[src/rtl/cmac_tx_control.sv]
// cmac_tx_control: opens the user TX stream to the CMAC only while aligned and only at packet boundaries
module cmac_tx_control #(
  parameter int DATA_W        = 512,
  parameter int RESET_CYCLES  = 50,
  parameter int SETTLE_CYCLES = 1000,
  parameter int DRAIN_TIMEOUT = 256
) (
  input  logic                tx_clk,
  input  logic                sys_resetn_in,
  input  logic                rx_aligned,
  output logic                ctl_tx_enable,
  output logic                ctl_tx_send_rfi,
  output logic                reset_tx_datapath,
  input  logic [DATA_W-1:0]   s_axis_tdata,
  input  logic [DATA_W/8-1:0] s_axis_tkeep,
  input  logic                s_axis_tlast,
  input  logic                s_axis_tvalid,
  output logic                s_axis_tready,
  output logic [DATA_W-1:0]   m_axis_tdata,
  output logic [DATA_W/8-1:0] m_axis_tkeep,
  output logic                m_axis_tlast,
  output logic                m_axis_tuser,
  output logic                m_axis_tvalid,
  input  logic                m_axis_tready,
  output logic                link_up,
  output logic [15:0]         drop_count
);
  typedef enum logic [2:0] {S_RESET, S_WAIT, S_UP, S_DRAIN, S_ABORT, S_FLUSH} state_t;
  localparam logic [15:0] RC = 16'(RESET_CYCLES);
  localparam logic [15:0] SC = 16'(SETTLE_CYCLES);
  localparam logic [15:0] DT = 16'(DRAIN_TIMEOUT);
  state_t state_q, state_d;
  logic [15:0] cnt_q, cnt_d, drop_q, drop_d;
  logic [3:0] sync_q;
  logic in_pkt_q, in_pkt_d, sync_al, open, abort, acc, acc_last;
  assign sync_al = sync_q[3];
  assign abort = state_q == S_ABORT;
  assign open = state_q == S_UP || (state_q == S_DRAIN && in_pkt_q);
  assign s_axis_tready = (state_q == S_FLUSH && in_pkt_q) || (open && m_axis_tready);
  assign m_axis_tvalid = abort || (open && s_axis_tvalid);
  assign m_axis_tdata = abort ? '0 : s_axis_tdata;
  assign m_axis_tkeep = abort ? '1 : s_axis_tkeep;
  assign m_axis_tlast = abort || s_axis_tlast;
  assign m_axis_tuser = abort;
  assign acc = s_axis_tvalid && s_axis_tready;
  assign acc_last = acc && s_axis_tlast;
  assign in_pkt_d = acc ? !s_axis_tlast : in_pkt_q;
  assign ctl_tx_enable = state_q inside {S_UP, S_DRAIN, S_ABORT};
  assign ctl_tx_send_rfi = state_q != S_UP;
  assign reset_tx_datapath = state_q == S_RESET;
  assign link_up = state_q == S_UP;
  assign drop_count = drop_q;
  always_ff @(posedge tx_clk or negedge sys_resetn_in)
    if (!sys_resetn_in) begin
      state_q <= S_RESET;
      cnt_q <= '0;
      drop_q <= '0;
      in_pkt_q <= 1'b0;
      sync_q <= '0;
    end else begin
      state_q <= state_d;
      cnt_q <= cnt_d;
      drop_q <= drop_d;
      in_pkt_q <= in_pkt_d;
      sync_q <= {sync_q[2:0], rx_aligned};
    end
  // one shared timer: reset hold, settle count, then drain/abort countdown
  always_comb begin
    state_d = state_q;
    cnt_d = cnt_q;
    drop_d = drop_q;
    case (state_q)
      S_RESET: begin
        cnt_d = cnt_q + 16'd1;
        if (cnt_q == RC - 16'd1) begin
          state_d = S_WAIT;
          cnt_d = '0;
        end
      end
      S_WAIT: begin
        cnt_d = sync_al ? cnt_q + 16'd1 : '0;
        if (sync_al && cnt_d == SC) begin
          state_d = S_UP;
          cnt_d = '0;
        end
      end
      S_UP: if (!sync_al) begin
        state_d = (acc ? !s_axis_tlast : in_pkt_q) ? S_DRAIN : S_WAIT;
        cnt_d = state_d == S_DRAIN ? DT : '0;
      end
      S_DRAIN: begin
        cnt_d = cnt_q - 16'd1;
        if (acc_last || !in_pkt_q) begin
          state_d = S_WAIT;
          cnt_d = '0;
        end else if (cnt_q <= 16'd1) begin
          state_d = S_ABORT;
          cnt_d = DT;
        end
      end
      S_ABORT: begin
        cnt_d = cnt_q - 16'd1;
        if (m_axis_tready || cnt_q <= 16'd1) begin
          state_d = in_pkt_q ? S_FLUSH : S_WAIT;
          cnt_d = '0;
          drop_d = drop_q + {15'd0, drop_q != 16'hFFFF};
        end
      end
      S_FLUSH: if (acc_last || !in_pkt_q) state_d = S_WAIT;
      default: state_d = S_RESET;
    endcase
  end
endmodule

[config.mk]
export PLATFORM = sky130hd
export DESIGN_NAME = cmac_tx_control
export DESIGN_NICKNAME = d
export VERILOG_FILES = /design/src/rtl/cmac_tx_control.sv
export SDC_FILE = /design/constraint.sdc
export NUM_CORES = 1
export LEC_CHECK = 0
export CORE_AREA = 2 2 454 456
export CTS_CLUSTER_DIAMETER = 40
export DETAILED_ROUTE_END_ITERATION = 10
export DIE_AREA = 0 0 456 458
export PLACE_DENSITY = 0.3
export SYNTH_ARGS = -nofsm -noshare
export SYNTH_HDL_FRONTEND = slang
export SYNTH_SLANG_ARGS = --single-unit
[constraint.sdc]
create_clock -name tx_clk -period 3.3 [get_ports tx_clk]
set_input_delay 0.66 -clock tx_clk [delete_from_list [all_inputs] [get_ports tx_clk]]
set_output_delay 0.66 -clock tx_clk [all_outputs]
set_load 0.05 [all_outputs]
==> metrics.md <==
| Metric | Value |
|---|---|
| Routed wire per std cell | 36.2 um |
| Number of max-cap violations | 0 |
| Post-Synth Adder-Cell Area | 0.00929 |
| # H-tree levels | 2 |
| Top_reg_cell synth | dfrtp_1 |
| CP arrival | 2.49 ns |
| Fill cells | 23,100 |
| Post-route cell area | 0.0278 mm2 |
| Setup CP Type | flip-flop to output pin |
| Beginning of the worst hold path | sync_q[2]$_DFF_PN0_ |
| Drt first pass iters | 5 |
| Postcts setup bufs | 0 |
| Rel. slew slack | 0.307 |
| All-Layer GR Usage | 0.163 |
| Mux share of post-synthesis cell area | 0.00650 |
| Clock root cell | clkbuf_16 |
| Nets | 2,721 |
| Clk_lat worst skew | 0.30 ns |
| Crit Path Max Fanout | 41 |
| Leakage power | 0.0105 uW |
| DRC Markers | 0 |
| Die height | 458 um |
| Hold Crit Class | flip-flop to flip-flop |
| Width of the die | 456 um |
| Post-Synth XOR/XNOR Area | 0.0286 |
| Crit. End Element | output pin |
| Final Skew | 0.00790 ns |
| Sw frac | 0.491 |
| # IOs | 1,182 |
| Post-DP HPWL | 166,000 um |
| Vias in the first global route | 12,700 |
| FF-to-FF End | cnt_q[6]$_DFFE_PN0P_ |
| RR Startpoint | cnt_q[2]$_DFFE_PN0P_ |
| Fin crit period | 3.15 ns |
| Worst VDD drop | 0.000170 V |
| Part of the power in registers | 0.092 |
| Hold Buf Count CTS | 0 |
| RePlAce Congestion | 1.10 |
| # setup viols final | 0 |
| Layout cells sized above 1 | 0.298 |
| First-pass GRT wire length | 207,000 um |
| Clock power share | 0.102 |
| Commonest non-fill, non-tap cell in the layout | clkdlybuf4s50_1 |
| Post-synthesis async set-or-reset flop share | 1.00 |
| Largest net degree at the start of global routing | 76 |
| Power consumption | 5980 uW |
| Remaining Overflow, GRT | 0 |
| RSZ-0062 raised after global routing | no |
| Syn nets | 1,571 |
| Pwr/cell area | 216 mW/mm2 |
| #FFs+latches synth | 40 |
| ANT nets after route | 0 |
| Clock sinks | 40 |
| Initial core utilization | 0.0331 |
| Mapped Cells | 984 |
| Via count of the routed design | 12,600 |
| Outcome | finished, final reports clean |
| IO buf count | 1,181 |
| Commonest cells after routing, fill and taps aside | clkdlybuf4s50_1 (625), buf_12 (547), and2_1 (513), nand2b_1 (68), buf_4 (54) |
| Crit start category | flip-flop |
| CP required | 2.64 ns |
| Ys Warns | 0 |
| Longest Clk Path Bufs | 2 |
| Vias per std cell | 2.57 |
| Cell Area, Synth | 0.00674 mm2 |
| CTS buffer count | 5 |
| Setup TNS | 0 ns |
| Switching pwr | 2940 uW |
| DP Area | 0.0274 mm2 |
| Period Utilization, post-route | 0.955 |
| R2R Setup Slk | 0.35 ns |
| Number of flops mapped to enable cells by yosys | 0 |
| Sequential share of the synthesized area | 0.149 |
| Synth Area in Simple Gates | 0.648 |
| CORE AREA | 0.204 mm2 |
| CTS tree | done |
| Worst-margin pin slew | 1.04 ns |
| Max Fclk | 317 MHz |
| Area Overhead vs Synth | 312% |
| Fin. Hold Viols | 0 |
| Max-slew violations | 0 |
| Main combinational cell family by area after synthesis | simple AND/OR/NAND/NOR gates |
| Int Power | 3040 uW |
| Gate power share | 0.806 |
| Hold Path End | sync_q[3]$_DFF_PN0_ |
| Cell Rows | 166 |
| Aggregate routed wire length | 177,000 um |
| Initial antenna violation count | 171 |
| Hold Path Cell Cnt | 0 |
| Compound-gate portion of the synthesized area | 0.0997 |
| Avg Synthesized Cell Area | 6.85 um2 |
| Clock transition at path regs | 0.07 ns |
| Reg2Reg Depth | 8 |
| Synth unique cells | 65 |
| Die ar. | 0.209 mm2 |
| Initial DRC Count | 845 |
through the flow:
stage / util / setup WS, ns / std cells / hold slack [ns]
final: 0.136 / 0.147 / 4894 / 0.350
after global placement: 0.134 / 0.299 / 4814 / 0.334
after detailed placement: 0.134 / 0.260 / 4814 / 0.335
after floorplan: - / 0.481 / 984 / 0.331
after CTS: 0.135 / 0.0473 / 4823 / 0.350
after global routing: 0.136 / 0.0627 / 4850 / 0.355
sequential cells by signal (all words and copies together), names as in the netlist:
register	flops
state_q	3
sync_q	4
drop_count	16
in_pkt_q	1
cnt_q	16
repair_timing:
item                                    4_1_cts  5_1_grt
cloned                                        1        0
endpoints found under the setup margin       26       29
pin swaps                                     1        0
resized for setup                             1        1
layout make-up:
| type | count | area [um2] | area share |
|---|---|---|---|
| timing repair buffer | 1227 | 17600 | 0.635 |
| multi-input combinational | 844 | 5360 | 0.193 |
| clock inverter | 3 | 47.5 | 0.00171 |
| inverter | 16 | 60.1 | 0.00216 |
| tap | 2688 | 3360 | 0.121 |
| clock buffer | 5 | 125 | 0.00451 |
| antenna | 71 | 178 | 0.00640 |
| sequential | 40 | 1000 | 0.0361 |
power by group through the flow:
stage / Sequential (uW) / Clock [uW] / Combinational (uW)
final: 551 / 611 / 4820
after global placement: 560 / 0 / 4930
after global routing: 555 / 647 / 4970
after detailed placement: 559 / 0 / 4900
after floorplan: 531 / 0 / 1790
after CTS: 550 / 631 / 4920
cell families (layout without fill, tap and decap cells):
group                      Yosys count  in the layout
muxes                                4              4
other                                0             71
xor gates and xnor gates            22             22
and+or+nand+nor                    720            721
buffers and inverters              101           1251
DFF                                 40             40
adders and majority gates            5              5
AOI/OAI and AO/OA                   92             92
worst max-delay path: stages, from the launching register on:
cell,delay [ns]
dfrtp_1,0.55
nor2_4,0.13
nand2_4,0.25
buf_12,0.23
buf_4,0.40
and2_1,0.36
buf_12,0.18
worst max-delay path by stage:
stage	from	end	slack [ns]
finish	state_q[1]$_DFFE_PN0P_	m_axis_tdata[158]	0.15
global route	state_q[1]$_DFFE_PN0P_	m_axis_tdata[158]	0.06
CTS	state_q[1]$_DFFE_PN0P_	m_axis_tdata[13]	0.05
detailed placement	state_q[1]$_DFFE_PN0P_	m_axis_tdata[13]	0.26
global placement	state_q[1]$_DFFE_PN0P_	m_axis_tdata[61]	0.30
floorplan	drop_count[5]$_DFFE_PN0P_	drop_count[14]$_DFFE_PN0P_	0.48
routing by layer:
layer / share of wire / up-vias / GRT usage / routed length, um
li1: - / 5520 / - / -
met1: 0.29 / 6002 / 0.141 / 51400
met2: 0.58 / 736 / 0.332 / 102000
met3: 0.088 / 258 / 0.0613 / 15700
met4: 0.042 / 54 / 0.0631 / 7470
met5: 0.0019 / - / 0 / 339
synthesized netlist by cell type (3+ instances only):
cell	instances	area (um2)
nand4_1	7	43.8
nand3_1	16	80.1
o221ai_1	4	35.0
and3_1	7	43.8
and2_1	513	3210
o22ai_1	9	56.3
or3_1	6	37.5
dfrtp_1	40	1000
nor2b_1	4	25.0
nor3_1	17	85.1
or3b_1	3	26.3
xnor2_1	17	149
ha_1	5	62.6
a31oi_1	6	37.5
o211ai_1	3	22.5
or2_2	4	25.0
buf_2	6	30.0
xor2_1	5	43.8
o31ai_1	5	37.5
inv_1	15	56.3
nor4_1	9	56.3
mux2_2	3	33.8
nand2b_1	68	425
nor2_1	25	93.8
a21oi_1	14	70.1
o21ai_0	16	80.1
a22o_1	6	52.6
clkbuf_1	77	289
nand2_1	31	116
Note: power is estimated with default switching activity, not from simulation.
